## src/rtl/pipe_stage_elastic.sv

```systemverilog
// Elastic valid/ready pipeline stage with flush-to-NOP and a saturating backpressure counter.
// Define PIPE_STAGE_SKID_EN to add a skid entry and register o_ready.
module pipe_stage_elastic #(
    parameter int                DATA_W   = 32,
    parameter logic [DATA_W-1:0] NOP_DATA = DATA_W'(32'h0000_0013),
    parameter int                CNT_W    = 16
) (
    input  logic              i_clk,
    input  logic              i_rst,
    input  logic              i_flush,
    input  logic              i_valid,
    output logic              o_ready,
    input  logic [DATA_W-1:0] i_data,
    output logic              o_valid,
    input  logic              i_ready,
    output logic [DATA_W-1:0] o_data,
    output logic [1:0]        o_occupancy,
    output logic [CNT_W-1:0]  o_stall_cnt
);

    // Encoding doubles as the occupancy count.
    typedef enum logic [1:0] {
        EMPTY = 2'd0,
        BUSY  = 2'd1,
        FULL  = 2'd2
    } state_t;

    state_t             state_p0;
    logic [DATA_W-1:0]  data_p0;
    logic               vld_p0;
    logic [CNT_W-1:0]   stall_cnt_p0;
    logic               accept;
    logic               issue;

    function automatic logic [CNT_W-1:0] sat_inc(input logic [CNT_W-1:0] cnt,
                                                 input logic              en);
        if (en && (cnt != {CNT_W{1'b1}}))
            return cnt + CNT_W'(1);
        return cnt;
    endfunction

    assign vld_p0      = (state_p0 != EMPTY);
    assign accept      = i_valid && o_ready;
    assign issue       = vld_p0 && i_ready;
    assign o_valid     = vld_p0;
    assign o_data      = data_p0;
    assign o_occupancy = state_p0;
    assign o_stall_cnt = stall_cnt_p0;

    // Stall counter survives flush; only reset clears it.
    always_ff @(posedge i_clk) begin
        if (i_rst)
            stall_cnt_p0 <= '0;
        else
            stall_cnt_p0 <= sat_inc(stall_cnt_p0, vld_p0 && !i_ready);
    end

`ifdef PIPE_STAGE_SKID_EN
    logic               ready_p0;
    logic [DATA_W-1:0]  skid_p0;

    assign o_ready = ready_p0;

    always_ff @(posedge i_clk) begin
        if (i_rst) begin
            state_p0 <= EMPTY;
            data_p0  <= NOP_DATA;
            ready_p0 <= 1'b1;
        end else if (i_flush) begin
            state_p0 <= EMPTY;
            data_p0  <= NOP_DATA;
            ready_p0 <= 1'b1;
        end else begin
            case (state_p0)
                EMPTY: begin
                    if (accept) begin
                        state_p0 <= BUSY;
                        data_p0  <= i_data;
                    end
                end
                BUSY: begin
                    if (accept && issue) begin
                        data_p0 <= i_data;
                    end else if (accept) begin
                        state_p0 <= FULL;
                        ready_p0 <= 1'b0;
                    end else if (issue) begin
                        state_p0 <= EMPTY;
                        data_p0  <= NOP_DATA;
                    end
                end
                FULL: begin
                    if (issue) begin
                        state_p0 <= BUSY;
                        data_p0  <= skid_p0;
                        ready_p0 <= 1'b1;
                    end
                end
                default: begin
                    state_p0 <= EMPTY;
                    data_p0  <= NOP_DATA;
                    ready_p0 <= 1'b1;
                end
            endcase
        end
    end

    // Skid contents are only meaningful in FULL, so no reset is needed here.
    always_ff @(posedge i_clk) begin
        if ((state_p0 == BUSY) && accept && !issue)
            skid_p0 <= i_data;
    end
`else
    assign o_ready = !vld_p0 || i_ready;

    always_ff @(posedge i_clk) begin
        if (i_rst) begin
            state_p0 <= EMPTY;
            data_p0  <= NOP_DATA;
        end else if (i_flush) begin
            state_p0 <= EMPTY;
            data_p0  <= NOP_DATA;
        end else begin
            case (state_p0)
                EMPTY: begin
                    if (accept) begin
                        state_p0 <= BUSY;
                        data_p0  <= i_data;
                    end
                end
                BUSY: begin
                    if (issue) begin
                        if (accept) begin
                            data_p0 <= i_data;
                        end else begin
                            state_p0 <= EMPTY;
                            data_p0  <= NOP_DATA;
                        end
                    end
                end
                default: begin
                    state_p0 <= EMPTY;
                    data_p0  <= NOP_DATA;
                end
            endcase
        end
    end
`endif

endmodule

```

## config.mk

```make
export PLATFORM = sky130hd
export DESIGN_NAME = pipe_stage_elastic
export DESIGN_NICKNAME = d
export VERILOG_FILES = /design/src/rtl/pipe_stage_elastic.sv
export SDC_FILE = /design/constraint.sdc
export NUM_CORES = 1
export LEC_CHECK = 0
export ABC_AREA = 0
export BUFFER_PORTS_ARGS = -buffer_cell sky130_fd_sc_hd__buf_2
export CAP_MARGIN = 10
export CORE_ASPECT_RATIO = 0.6
export CORE_MARGIN = 5
export CORE_UTILIZATION = 41
export DETAILED_ROUTE_END_ITERATION = 8
export PLACE_DENSITY = 0.69
export SLEW_MARGIN = 25
export SYNTH_ARGS = -nofsm -noshare
export SYNTH_HDL_FRONTEND = slang
export SYNTH_SLANG_ARGS = --single-unit
```

## constraint.sdc

```tcl
create_clock -name i_clk -period 1.9 [get_ports i_clk]
set_clock_uncertainty 0.1 [all_clocks]
set_input_delay 0.095 -clock i_clk [delete_from_list [all_inputs] [get_ports i_clk]]
set_output_delay 0.095 -clock i_clk [all_outputs]
set_load 0.02 [all_outputs]
```

==> results.json <==
{
  "worstReg2RegEnd": "o_stall_cnt[10]",
  "cts_root_buffer": "clkbuf_8",
  "power_uw": 2080,
  "power_switching_uw": 505,
  "status": "complete, no violations",
  "clock_sink_count": 49,
  "drt_wl_total_mm": 6.16,
  "finalCritPeriodShare_pct": 96.0,
  "vias": 2145,
  "syn2layout_area_growth_pct": 50.7,
  "grt.overflow.total": 0,
  "dr.pass1.iters": 5,
  "max_slew_margin_pct": 61.5,
  "setup_slack_ns": 0.0762,
  "swShare_pct": 24.3,
  "grt-busiest-layer": "met2",
  "die_x_um": 99.5,
  "cts_tree": "yes",
  "drc": 0,
  "min_path_cells": 3,
  "post-synth-top-area-cell": "dfxtp_1",
  "synth_top_cell_area_share_pct": 49.8,
  "rsz0062_at_grt": "true",
  "power.leakage_uw": 0.00126,
  "min_path_type": "input port to flip-flop",
  "wl_per_cell_um": 15.3,
  "synthArstFlopShare_pct": 0,
  "synthTopCellsByCount": "49 x dfxtp_1, 33 x nor2_1, 29 x a22oi_1",
  "ys.flop_type": "dfxtp_1",
  "syn_area_sq_um": 1970,
  "place_congestion": 0.861,
  "core_area_sq_um": 4610,
  "start_util_pct": 42.7,
  "clkLatencyLatePin_ns": 0.29,
  "hold_end": "o_stall_cnt[1]",
  "power.density_nw_per_um2": 701,
  "worst_slew_pin_slew_ns": 0.577,
  "grt_util_met3_pct": 4.74,
  "drv_cap": 0,
  "synth.most_common_cell": "dfxtp_1",
  "crit_path_max_fanout": 7,
  "instances_no_fill": 403,
  "grt_pass1_vias": 1927,
  "synth_edf_count": 0,
  "startpoint_type": "flip-flop",
  "cts_buffer_depth": 2,
  "grt_pass1_wl_mm": 9.93,
  "dpl.hpwl_mm": 3.97,
  "worstPathRequired_ns": 2.03,
  "fmax_ghz": 0.548,
  "groute.layer.met1.usage_pct": 27.9,
  "synth_cell_types": 38,
  "setup_tns_ns": 0,
  "synth_seq_area_share_pct": 49.8,
  "clkPwrFrac_pct": 36.0,
  "ys_seq_elements": 49,
  "cts.clk_slew.worst_paths_ns": 0.09,
  "grt_max_degree": 31,
  "finalNetCount": 377,
  "hold_path.startpoint": "i_rst",
  "p_int_uw": 1580,
  "grt_use_total_pct": 19.3,
  "worst_setup_path_end_kind": "flip-flop",
  "final_hold_viol_count": 0,
  "critPathKind": "flip-flop to flip-flop",
  "worst_ep_arrival_time_ns": 1.96,
  "antenna_left": 0,
  "yosys_warnings": 0,
  "synth.avg_cell_area_sq_um": 9.08,
  "finalSetupViolCount": 0,
  "ff2ff_path_depth": 5,
  "numCtsBuffers": 5,
  "ir_drop_uv": 486,
  "grt_util_met2_pct": 29.6,
  "antenna_cells": 0,
  "antenna_found_initial": 0,
  "syn_nets": 255,
  "synth_area_leaders": "dfxtp_1 50%, a22oi_1 11%, nor2_1 6.3%",
  "power_frac_comb_pct": 13.0,
  "drive_gt1_share_pct": 34.4,
  "drtIter0Drc": 162,
  "rows": 19,
  "r2r-start": "o_stall_cnt[0]",
  "fin_crit_ns": 1.82,
  "fin_util_pct": 64.4,
  "h-tree-depth": 2,
  "io_pins": 89,
  "finalMaxSlewViolations": 0,
  "port_buffers": 87,
  "place_worst_setup_slack_ns": 0.0194,
  "p_seq_share_pct": 51.0,
  "die-area_sq_um": 6340,
  "vias_per_cell": 5.32,
  "synth_cells": 217,
  "dieHeight_um": 63.7,
  "dp_cells": 356,
  "rrSetupSlack_ns": 0.08
}
repair_timing:
item / in CTS / in global routing
setup buffers: 0 / 3
hold buffers: 36 / 0
setup endpoints to repair: 1 / 6
endpoints found under the hold margin: 33 / 0
resized for setup: 1 / 3
state kept, by name (all words and copies together), names as in the netlist:
register and cells:
o_data 32, o_occupancy 1, o_stall_cnt 16
critical path: stages, from the launching register on:
cell and delay [ns]:
dfxtp_4 0.40, ha_4 0.16, nand4_2 0.15, or2_4 0.30, or4_1 0.51, a21oi_1 0.15
metrics by stage:
step | hold WS, ns | cell area (sq um)
floorplan | 0.110 | 1970
global placement | 0.231 | 2450
detailed placement | 0.235 | 2450
CTS | 0.110 | 2930
global route | 0.130 | 2970
finish | 0.116 | 2970
worst max path at each step:
stage	startpoint	slack (ns)	endpoint
after floorplan	o_stall_cnt[0]	0.04	o_stall_cnt[10]
after global routing	o_occupancy[0]	-0.02	o_stall_cnt[12]
after detailed placement	o_stall_cnt[0]	0.02	o_stall_cnt[10]
final	o_stall_cnt[0]	0.08	o_stall_cnt[10]
after global placement	o_stall_cnt[0]	0.07	o_stall_cnt[10]
after CTS	o_stall_cnt[0]	0.02	o_stall_cnt[10]
power by group through the flow:
stage / Sequential, uW / Combinational, uW / Clock (uW)
3_5_place_dp: 1090 / 211 / 0
5_1_grt: 1070 / 294 / 816
6_report: 1060 / 271 / 749
3_3_place_gp: 1090 / 208 / 0
4_1_cts: 1060 / 265 / 766
2_1_floorplan: 1110 / 96.2 / 0
final cells by class:
cell class | count | area [sq um]
repair buffers | 133 | 871
multi-input cells | 148 | 910
fillers | 377 | 1640
clock buffers | 5 | 68.8
clock inverters | 3 | 46.3
inverters | 2 | 7.51
flip-flops and latches | 49 | 988
well taps | 63 | 78.8
metal layers:
metal	part of all wire, %	routed length (um)
met5	0	0
met4	0.50	31
met3	9.1	561
met2	45	2750
met1	46	2820
cells in the final DEF, fill, tap and decap left out, types with 2 or more instances in the layout:
cell,netlist,final
nand2_1,7,7
dlygate4sd3_1,0,36
dfxtp_1,49,47
o31ai_1,9,9
nand3_1,7,7
and4_1,2,2
buf_2,5,87
buf_4,4,10
nand4_1,6,6
o22ai_1,3,3
a22oi_1,29,29
or4_1,9,9
o21ai_0,4,4
nor2_1,33,33
clkbuf_8,0,5
dfxtp_4,0,2
or3_1,4,4
nor3_1,2,2
a21oi_1,14,14
kinds of logic after synthesis:
family | synth area share (%)
AND/OR/NAND/NOR | 22.3
AO/OA/AOI/OAI | 21.1
flip-flops | 49.8
buffers and inverters | 4.89
multiplexers | 1.08
adder cells (fa/ha/maj) | 0.635
other | 0.190
Power figures use the tool's default switching activity.
